File: src/rtl/tx_sw_pkg.sv
// Shared definitions for the L2 switch transmit path.
// Holds the arbiter state encoding, the default maximum frame length and the
// {eod, byte} word layout used by every source/transmit FIFO wrapper.
package tx_sw_pkg;

  typedef enum logic [1:0] {
    ST_IDLE  = 2'b00,
    ST_XFER  = 2'b01,
    ST_DRAIN = 2'b10
  } arb_state_t;

  localparam int MAX_LEN_DEFAULT = 1518;

  // FIFO words are {eod, byte}: the EOD flag sits directly above the data byte.
  localparam int FIFO_DAT_W   = 8;
  localparam int FIFO_EOD_BIT = 8;
  localparam int FIFO_WORD_W  = 9;

  // Width of source indices on every arbiter port (enough for 8 sources).
  localparam int IDX_W = 3;

endpackage

File: src/rtl/rr_pick.sv
// Combinational round-robin select: the first requester after i_ptr wins,
// wrapping modulo N. Also used by the RX-side arbiter.
// Ports: i_req (requests), i_ptr (last served), o_gnt (one-hot), o_idx (winner).
module rr_pick
  import tx_sw_pkg::*;
#(
  parameter int N = 4
) (
  input  logic [N-1:0]     i_req,
  input  logic [IDX_W-1:0] i_ptr,
  output logic [N-1:0]     o_gnt,
  output logic [IDX_W-1:0] o_idx
);

  logic [2*N-1:0] w_dbl;
  logic [2*N-1:0] w_sh;
  logic [N-1:0]   w_rot;
  logic           w_any;
  int             w_off;

  // Rotate the request vector so that bit 0 is the source just after i_ptr;
  // the lowest set bit of the rotated vector is then the winner's distance.
  always_comb begin
    w_dbl = {i_req, i_req};
    w_sh  = w_dbl >> ({1'b0, i_ptr} + 4'd1);
    w_rot = w_sh[N-1:0];
    w_any = |w_rot;
    w_off = 0;
    for (int j = N - 1; j >= 0; j--) begin
      if (w_rot[j]) w_off = j;
    end
    o_idx = w_any ? IDX_W'((int'(i_ptr) + 1 + w_off) % N) : '0;
    o_gnt = '0;
    for (int i = 0; i < N; i++) begin
      o_gnt[i] = w_any && (o_idx == IDX_W'(i));
    end
  end

endmodule

File: src/rtl/tx_frame_arbiter.sv
// Frame-granular round-robin arbiter feeding the SNI transmit FIFO from N_SRC
// ingress FIFOs; a grant is held until the frame's EOD byte moves, and frames
// longer than MAX_LEN are cut with a forced EOD and the rest drained.
// Ports: src_* (FWFT source FIFOs, src_rden pops), txf_* (transmit FIFO
// write side, 1-cycle registered write), grant_valid/grant_idx, trunc_pulse.
module tx_frame_arbiter
  import tx_sw_pkg::*;
#(
  parameter int N_SRC   = 4,
  parameter int MAX_LEN = MAX_LEN_DEFAULT,
  parameter int LEN_W   = 11
) (
  input  logic               clk,
  input  logic               reset,
  input  logic [N_SRC-1:0]   src_empty,
  input  logic [8*N_SRC-1:0] src_dout,
  input  logic [N_SRC-1:0]   src_eod,
  output logic [N_SRC-1:0]   src_rden,
  input  logic               txf_afull,
  output logic [7:0]         txf_din,
  output logic               txf_eod_in,
  output logic               txf_wren,
  output logic               grant_valid,
  output logic [2:0]         grant_idx,
  output logic               trunc_pulse
);

  localparam logic [LEN_W-1:0] LAST_CNT = LEN_W'(MAX_LEN - 1);

  arb_state_t       r_state;
  logic [IDX_W-1:0] r_rr_ptr;
  logic [IDX_W-1:0] r_gidx;
  logic [LEN_W-1:0] r_cnt;
  logic             r_wren;
  logic [7:0]       r_din;
  logic             r_eod;
  logic             r_trunc;

  logic [N_SRC-1:0] w_pick_gnt;
  logic [IDX_W-1:0] w_pick_idx;
  logic             w_any;
  logic [7:0]       w_cur_dat;
  logic             w_cur_eod;
  logic             w_cur_empty;
  logic             w_pop_x;
  logic             w_pop_d;
  logic             w_force;

  rr_pick #(.N(N_SRC)) u_pick (
    .i_req (~src_empty),
    .i_ptr (r_rr_ptr),
    .o_gnt (w_pick_gnt),
    .o_idx (w_pick_idx)
  );

  assign w_any = |w_pick_gnt;

  // Select the granted source's FWFT head.
  always_comb begin
    w_cur_dat   = '0;
    w_cur_eod   = 1'b0;
    w_cur_empty = 1'b1;
    for (int i = 0; i < N_SRC; i++) begin
      if (r_gidx == IDX_W'(i)) begin
        w_cur_dat   = src_dout[8*i +: 8];
        w_cur_eod   = src_eod[i];
        w_cur_empty = src_empty[i];
      end
    end
  end

  // Draining ignores txf_afull because nothing is written to the TX FIFO.
  assign w_pop_x = (r_state == ST_XFER)  && !w_cur_empty && !txf_afull;
  assign w_pop_d = (r_state == ST_DRAIN) && !w_cur_empty;
  // The MAX_LEN-th byte becomes the frame's last unless it already is.
  assign w_force = (r_cnt == LAST_CNT) && !w_cur_eod;

  always_comb begin
    src_rden = '0;
    for (int i = 0; i < N_SRC; i++) begin
      src_rden[i] = (w_pop_x || w_pop_d) && (r_gidx == IDX_W'(i));
    end
  end

  always_ff @(posedge clk or posedge reset) begin
    if (reset) begin
      r_state  <= ST_IDLE;
      r_rr_ptr <= IDX_W'(N_SRC - 1);
      r_gidx   <= '0;
      r_cnt    <= '0;
      r_wren   <= 1'b0;
      r_din    <= '0;
      r_eod    <= 1'b0;
      r_trunc  <= 1'b0;
    end else begin
      r_wren  <= 1'b0;
      r_trunc <= 1'b0;
      case (r_state)
        ST_IDLE: begin
          if (w_any) begin
            r_gidx   <= w_pick_idx;
            r_rr_ptr <= w_pick_idx;
            r_cnt    <= '0;
            r_state  <= ST_XFER;
          end
        end
        ST_XFER: begin
          if (w_pop_x) begin
            r_wren <= 1'b1;
            r_din  <= w_cur_dat;
            r_eod  <= w_cur_eod || w_force;
            r_cnt  <= r_cnt + LEN_W'(1);
            if (w_cur_eod) begin
              r_state <= ST_IDLE;
            end else if (w_force) begin
              r_trunc <= 1'b1;
              r_state <= ST_DRAIN;
            end
          end
        end
        ST_DRAIN: begin
          if (w_pop_d && w_cur_eod) r_state <= ST_IDLE;
        end
        default: r_state <= ST_IDLE;
      endcase
    end
  end

  assign txf_wren    = r_wren;
  assign txf_din     = r_din;
  assign txf_eod_in  = r_eod;
  assign trunc_pulse = r_trunc;
  assign grant_valid = (r_state == ST_XFER) || (r_state == ST_DRAIN);
  assign grant_idx   = r_gidx;

endmodule

File: config.mk
export PLATFORM = sky130hd
export DESIGN_NAME = tx_frame_arbiter
export DESIGN_NICKNAME = d
export VERILOG_FILES = /design/src/rtl/tx_sw_pkg.sv /design/src/rtl/rr_pick.sv /design/src/rtl/tx_frame_arbiter.sv
export SDC_FILE = /design/constraint.sdc
export NUM_CORES = 1
export LEC_CHECK = 0
export BUFFER_PORTS_ARGS = -buffer_cell sky130_fd_sc_hd__buf_2
export CELL_PAD_IN_SITES_DETAIL_PLACEMENT = 1
export CELL_PAD_IN_SITES_GLOBAL_PLACEMENT = 1
export CORE_MARGIN = 5
export CORE_UTILIZATION = 26
export CTS_CLUSTER_SIZE = 28
export DETAILED_ROUTE_END_ITERATION = 10
export GPL_TIMING_DRIVEN = 0
export HOLD_SLACK_MARGIN = 0.03
export PLACE_DENSITY_LB_ADDON = 0.1
export SLEW_MARGIN = 20
export SYNTH_ARGS = -nofsm -noshare
export SYNTH_HDL_FRONTEND = slang
export SYNTH_HIERARCHICAL = 1
export SYNTH_SLANG_ARGS = --single-unit
File: constraint.sdc
create_clock -name clk -period 4.75 [get_ports clk]
set_input_delay 0.2375 -clock clk [delete_from_list [all_inputs] [get_ports clk]]
set_output_delay 0.2375 -clock clk [all_outputs]
set_load 0.01 [all_outputs]
==> results.py, run 1 <==
metrics = {
    "outcome": {
        "outcome": "completed",
    },
    "sta": {
        "relSlewSlack": 0.546,
        "setup_ws_ps": 1140,
        "min_period_over_period": 0.760,
        "whs_ps": 43.2,
        "setup_viol": 0,
        "setup_tns_ps": 0,
        "rsz0062_at_grt": "false",
        "worst_pin_slew_ps": 680,
        "period_minus_slack_ps": 3610,
        "hold_violations": 0,
        "clock-skew-final_ps": 12.0,
        "slew_violations": 0,
        "timing.fmax_mhz": 277,
    },
    "yosys": {
        "synth_top_area_frac": 0.312,
        "yosysTopAreaCell": "dfrtp_1",
        "synth_nets": 262,
        "syn-cell-area_um2": 2170,
        "netlist_instances": 213,
        "synth-main-ff-cell": "dfrtp_1",
        "yosysSeqAreaShare": 0.336,
        "postSynthAreaPerCell_um2": 10.2,
        "synth.ff_latch_count": 29,
        "synthTopCellsByArea": "dfrtp_1, mux4_2, nand2_1",
        "ys_warn_count": 6,
        "synthArstFlopShare": 1.00,
        "synth_edf_count": 0,
        "synth_cell_types": 63,
    },
    "global_routing": {
        "grt_pass1_vias": 2047,
        "track_usage": 0.131,
        "gr-total-overflow": 0,
        "met3_usage": 0.0248,
        "grt.busiest_layer": "met2",
        "grt_pass1_wl_um": 10600,
        "antenna_found_initial": 0,
        "met2_usage": 0.207,
        "use_met1": 0.182,
        "grt_max_degree": 30,
    },
    "worst_setup_path": {
        "crit_cells": 14,
        "cp_top_family": "simple AND/OR/NAND/NOR gates",
        "cp-end-kind": "flop",
        "startpoint": "r_rr_ptr[0]$_DFFE_PP1P_",
        "crit_top_cell": "o22ai_1",
        "critical_path.startpoint_type": "flop",
        "critical-path-max-stage-delay_ps": 550,
        "cp.arrival_ps": 3790,
        "r2r_start": "r_rr_ptr[0]$_DFFE_PP1P_",
        "cp_slowest_cell": "dfstp_2",
        "crit_type": "reg -> reg",
        "cp_max_fo": 10,
        "cp.required_ps": 4930,
        "rr_worst_depth": 14,
        "crit_chain": "buf_4 -> nor2b_1 -> o22ai_1 -> a21oi_1 -> o2bb2ai_1 -> ha_1 -> xor2_1 -> o32ai_2 -> and2_1 -> nor4_1 -> nand2_1 -> nand3_1 -> o22ai_1 -> a22o_1",
        "crit_buf_inv": 1,
    },
    "pwr": {
        "power.total_mw": 1.59,
        "p_leak_nw": 1.30,
        "power.density_nw_per_um2": 593,
        "vdd_drop_max_mv": 0.199,
    },
    "detailed_routing": {
        "first_iter_violations": 63,
        "vias_per_cell": 4.99,
        "wl_um": 6470,
        "avgRoutedWirePerCell_um": 16.8,
        "num_vias": 1928,
        "route.detailed.drc": 0,
        "ant_nets": 0,
        "firstDrtPassIters": 4,
    },
    "layout": {
        "antenna_cells": 0,
        "ff_latch_area_um2": 728,
        "multi_input_comb_area_um2": 1310,
        "final_common_cell": "buf_2",
        "layout-drive-gt1-share": 0.395,
        "area_growth_pct": 23.9,
        "nFillCells": 982,
        "final_nets": 329,
        "mostFrequentLayoutCells": "buf_2, dfrtp_1, nand2_1",
        "final_cell_area_um2": 2690,
    },
    "floorplanning": {
        "dieArea_um2": 10300,
        "core_area_um2": 8180,
        "die_w_um": 101,
        "rows": 33,
        "pin_count": 62,
        "die_h_um": 101,
        "start_util": 0.265,
    },
    "place": {
        "hpwl_um": 4940,
        "place_area_um2": 2600,
        "place_congestion": 0.721,
        "dp_slack_ps": 1100,
        "portBuffers": 60,
    },
    "clocking": {
        "cts_max_level": 2,
        "worst_skew_pair.late_latency_ps": 290,
        "cts.repair.resized": 0,
        "clkSlewWorstSetupHoldPaths_ps": 80,
        "cts_buffers": 5,
        "clockBufferDepth": 2,
        "cts_tree": "done",
        "ctsHoldBuffers": 0,
        "cts_sinks": 29,
        "ctsRootBufferMaster": "clkbuf_8",
        "postCtsSetupRepairBufs": 0,
    },
    "job": {
        "drv_cap": 0,
    },
    "min_path": {
        "hp-class": "in -> async",
    },
}
kinds of logic (layout without fill, tap and decap cells):
kind of cell,count (synthesis),count (layout),synth area share
AO/OA/AOI/OAI,54,54,0.218
XOR/XNOR,2,2,0.00808
adder cells (fa/ha/maj),6,6,0.0346
buffers and inverters,27,95,0.0617
flip-flops,29,29,0.336
multiplexers,21,21,0.156
other,1,1,0.00173
AND/OR/NAND/NOR,73,73,0.185
cell usage after synthesis (4+ instances only):
| master | number |
|---|---|
| o21ai_0 | 4 |
| a21oi_1 | 4 |
| inv_1 | 15 |
| ha_1 | 6 |
| nor3_1 | 6 |
| o31ai_1 | 5 |
| nand3_1 | 5 |
| mux2_2 | 6 |
| dfrtp_1 | 27 |
| o311ai_0 | 4 |
| nand2_1 | 23 |
| nand3b_1 | 8 |
| mux2_4 | 4 |
| nor2_1 | 6 |
| a21o_1 | 6 |
| a31oi_1 | 4 |
| mux4_2 | 8 |
cell type report:
| class | count | area share |
|---|---|---|
| well taps | 105 | 0.0489 |
| clock inverters | 3 | 0.00652 |
| inverters | 15 | 0.0210 |
| plain buffers | 12 | 0.0289 |
| clock buffers | 5 | 0.0256 |
| flip-flops and latches | 29 | 0.271 |
| multi-input cells | 157 | 0.486 |
| repair buffers | 60 | 0.112 |
metrics by stage:
stage	util	std cells
after global routing	0.329	386
after detailed placement	0.318	378
after floorplan	-	213
final	0.329	386
after CTS	0.329	386
after global placement	0.318	378
flip-flops by register name, indices dropped and copies added, names as in the netlist:
| signal | flops |
|---|---|
| r_state | 2 |
| txf_din | 8 |
| txf_eod_in | 1 |
| grant_idx | 2 |
| r_cnt | 11 |
| trunc_pulse | 1 |
| r_rr_ptr | 3 |
| txf_wren | 1 |
power breakdown:
group,internal (mW),switching (mW),total [mW]
sequential,0.330,0.0695,0.400
combinational,0.450,0.534,0.984
clock,0.101,0.108,0.209
total,0.882,0.711,1.59
worst reg2reg max path: stages (launching register included):
cell and delay, ps:
dfstp_2 550, buf_4 170, nor2b_1 190, o22ai_1 100, a21oi_1 150, o2bb2ai_1 140, ha_1 220, xor2_1 210
o32ai_2 150, and2_1 180, nor4_1 430, nand2_1 250, nand3_1 370, o22ai_1 150, a22o_1 250
metal layers:
metal  share of wire  up-vias
met4           0.013        0
met1            0.49      940
met5               0        -
met3           0.057        6
li1                -      935
met2            0.44       47
path summary, 6_finish.rpt:
check | endpoint | slack [ps]
worst max-delay path | r_cnt[1]$_DFFE_PP0P_ | 1140
worst min-delay path | r_cnt[8]$_DFFE_PP0P_ | 40
worst max register to register | r_cnt[1]$_DFFE_PP0P_ | 1140
worst min register to register | txf_din[7]$_DFFE_PP0P_ | 480
max in group asynchronous | grant_idx[1]$_DFFE_PP0P_ | 4250
min in group clk | txf_din[1]$_DFFE_PP0P_ | 400
Power figures use the tool's default switching activity.
==> run 2, diff against run 1 <==
--- a/config.mk
+++ b/config.mk
@@ -5,6 +5,7 @@
 export SDC_FILE = /design/constraint.sdc
 export NUM_CORES = 1
 export LEC_CHECK = 0
+export ABC_AREA = 1
 export BUFFER_PORTS_ARGS = -buffer_cell sky130_fd_sc_hd__buf_2
 export CELL_PAD_IN_SITES_DETAIL_PLACEMENT = 1
 export CELL_PAD_IN_SITES_GLOBAL_PLACEMENT = 1
==> constraint.sdc (replaced) <==
create_clock -name clk -period 3.7 [get_ports clk]
set_input_delay 0.185 -clock clk [delete_from_list [all_inputs] [get_ports clk]]
set_output_delay 0.185 -clock clk [all_outputs]
set_load 0.01 [all_outputs]
==> run 2 against run 1 <==
Sequential cell count unchanged. Register-to-register slack got worse by 600 ps. Critical path depth increased by 7. Fmax increased by 14%. Final cell count increased by 25%. Global-route usage increased by 0.54 points. Combinational power decreased by 94%. Worst setup slack got worse by 600 ps. Utilization increased by 0.35 points. Sequential power decreased by 21%. Cell area increased by 2.1%. Critical path type unchanged. Largest cell class unchanged.
==> results.py, run 2 <==
metrics = {
    "clocking": {
        "postCtsSetupRepairBufs": 0,
        "cts_sinks": 29,
        "ctsRootBufferMaster": "clkbuf_8",
        "clkSlewWorstSetupHoldPaths_ps": 70,
        "cts_max_level": 2,
        "cts_buffers": 5,
        "clockBufferDepth": 2,
        "worst_skew_pair.late_latency_ps": 280,
        "cts_tree": "done",
    },
    "yosys": {
        "synthTopCellsByArea": "dfrtp_1, nand2_1, nand3_1",
        "synth.ff_latch_count": 29,
        "synthArstFlopShare": 1.00,
        "postSynthAreaPerCell_um2": 7.23,
        "yosysSeqAreaShare": 0.329,
        "syn-cell-area_um2": 2210,
        "synth.most_common_cell": "nand2_1",
        "synth_nets": 355,
        "ys_top_cells_by_count": "nand2_1, inv_1, nor2_1, nand3_1, dfrtp_1",
        "synth_top_area_frac": 0.305,
        "yosysTopAreaCell": "dfrtp_1",
        "ys_warn_count": 6,
        "synth_edf_count": 0,
        "synth_cell_types": 36,
        "netlist_instances": 306,
        "synth-main-ff-cell": "dfrtp_1",
    },
    "min_path": {
        "min_to": "txf_din[5]$_DFFE_PP0P_",
        "hp-class": "in -> reg",
        "holdPathStages": 3,
        "hp-start": "src_dout[21]",
    },
    "worst_setup_path": {
        "cp-end-kind": "flop",
        "critical-path-max-stage-delay_ps": 540,
        "cp_max_fo": 10,
        "reg2reg_to": "r_cnt[7]$_DFFE_PP0P_",
        "crit_cells": 21,
        "cp.arrival_ps": 3390,
        "cp_slowest_cell": "dfstp_2",
        "crit_type": "reg -> reg",
        "cp_top_family": "simple AND/OR/NAND/NOR gates",
        "crit_top_cell": "nand2_1",
        "cp.required_ps": 3930,
        "r2r_setup_slack_ps": 540,
        "r2r_start": "r_rr_ptr[0]$_DFFE_PP1P_",
        "crit_chain": "buf_6 -> nand2_1 -> nand3_1 -> nand2_1 -> nor2_2 -> a21oi_1 -> nor2_1 -> ha_1 -> inv_1 -> xor2_1 -> inv_1 -> nand2_2 -> a21oi_1 -> nor4_4 -> nand2_1 -> o21ai_2 -> inv_1 -> nand2_4 -> buf_8 -> nand2_1 -> nand2_1",
        "crit_buf_inv": 5,
        "critical_path.startpoint_type": "flop",
        "rr_worst_depth": 21,
    },
    "detailed_routing": {
        "wl_met1_um": 3180,
        "ant_nets": 0,
        "avgRoutedWirePerCell_um": 14.1,
        "dr_wl_met3_um": 323,
        "route.detailed.drc": 0,
        "dr.max_layer_used": "met4",
        "wl_um": 6800,
        "first_iter_violations": 43,
        "firstDrtPassIters": 4,
        "wl_met2_um": 3250,
        "num_vias": 2204,
        "vias_per_cell": 4.58,
    },
    "sta": {
        "rsz0062_at_grt": "false",
        "timing.fmax_mhz": 316,
        "whs_ps": 205,
        "hold_violations": 0,
        "relSlewSlack": 0.567,
        "clock-skew-final_ps": 8.92,
        "period_minus_slack_ps": 3160,
        "setup_viol": 0,
        "slew_violations": 0,
        "setup_tns_ps": 0,
        "worst_pin_slew_ps": 648,
        "setup_ws_ps": 540,
        "min_period_over_period": 0.854,
    },
    "layout": {
        "final_util": 0.332,
        "layout-drive-gt1-share": 0.327,
        "nFillCells": 1067,
        "final_cell_count_no_fill": 481,
        "largest_register": "r_cnt",
        "final_nets": 424,
        "area_growth_pct": 23.9,
        "largest_reg_flops": 11,
        "mostFrequentLayoutCells": "nand2_1, buf_2, inv_1",
        "final_common_cell": "nand2_1",
        "antenna_cells": 0,
        "final_cell_area_um2": 2740,
    },
    "floorplanning": {
        "rows": 33,
        "start_util": 0.268,
        "core_area_um2": 8260,
        "die_h_um": 102,
        "pin_count": 62,
        "dieArea_um2": 10500,
        "die_w_um": 102,
    },
    "place": {
        "portBuffers": 61,
        "hpwl_um": 5330,
        "dp_slack_ps": 510,
        "place_congestion": 0.769,
        "place_inst": 472,
        "place_area_um2": 2650,
    },
    "global_routing": {
        "track_usage": 0.136,
        "gr-total-overflow": 0,
        "antenna_found_initial": 0,
        "grt_pass1_vias": 2308,
        "grt_pass1_wl_um": 11300,
        "grt_max_degree": 30,
    },
    "outcome": {
        "outcome": "completed",
    },
    "pwr": {
        "power.total_mw": 0.631,
        "p_leak_nw": 1.39,
        "vdd_drop_max_mv": 0.0929,
        "power.density_nw_per_um2": 230,
    },
    "job": {
        "drv_cap": 0,
    },
}
[run 2: cell types whose count changed in the layout (fill, tap and decap cells not counted), moves of 9 or more]
cell     delta
nand2_1    +57
nand3_1    +23
nor2_1     +23
inv_1      +18
o21ai_0    +13
nand2_2     +9
[run 2: area by class of cell]
class                      instances  area [um2]  share of cell area
multi-input combinational        228        1250               0.454
sequential                        29         728               0.266
timing repair buffer              62         315               0.115
inverter                          40         158              0.0575
tap                              105         131              0.0479
buffer                             9        81.3              0.0297
clock buffer                       6        72.6              0.0265
clock inverter                     2        10.0             0.00365
[run 2: cell families (layout without fill, tap and decap cells)]
family / Yosys count / in the layout / synth area share
AND/OR/NAND/NOR: 174 / 174 / 0.381
buffers and inverters: 49 / 119 / 0.108
AO/OA/AOI/OAI: 44 / 44 / 0.135
flip-flops: 29 / 29 / 0.329
adder cells (fa/ha/maj): 6 / 6 / 0.0339
XOR/XNOR: 3 / 3 / 0.0119
other: 1 / 1 / 0.00169
[run 2: worst max-delay path by stage]
stage | start | end | slack [ps]
after global placement | r_rr_ptr[0]$_DFFE_PP1P_ | r_cnt[7]$_DFFE_PP0P_ | 570
after CTS | r_rr_ptr[0]$_DFFE_PP1P_ | r_cnt[7]$_DFFE_PP0P_ | 500
after floorplan | r_rr_ptr[0]$_DFFE_PP1P_ | r_cnt[6]$_DFFE_PP0P_ | 930
after detailed placement | r_rr_ptr[0]$_DFFE_PP1P_ | r_cnt[10]$_DFFE_PP0P_ | 510
after global routing | r_rr_ptr[0]$_DFFE_PP1P_ | r_cnt[7]$_DFFE_PP0P_ | 200
final | r_rr_ptr[0]$_DFFE_PP1P_ | r_cnt[7]$_DFFE_PP0P_ | 540
[run 2: report_power, final]
| part | total [mW] | internal (mW) | switching [mW] |
|---|---|---|---|
| sequential | 0.317 | 0.317 | 0 |
| combinational | 0.0562 | 0.0260 | 0.0302 |
| clock | 0.258 | 0.130 | 0.128 |
| total | 0.631 | 0.473 | 0.158 |
[run 2: timing repair]
item	in CTS	in global routing
hold endpoints to repair	8	0
hold buffers	1	0
gates resized for setup	0	0
[run 2: metal layers]
| layer | GRT usage | up-vias |
|---|---|---|
| li1 | - | 1131 |
| met1 | 0.172 | 1021 |
| met2 | 0.241 | 48 |
| met3 | 0.0280 | 4 |
| met4 | 0.0242 | 0 |
| met5 | 0 | - |
[run 2: worst min-delay path, cell delays in order]
cell and delay, ps:
buf_2 70, a221oi_1 60, o21ai_0 130
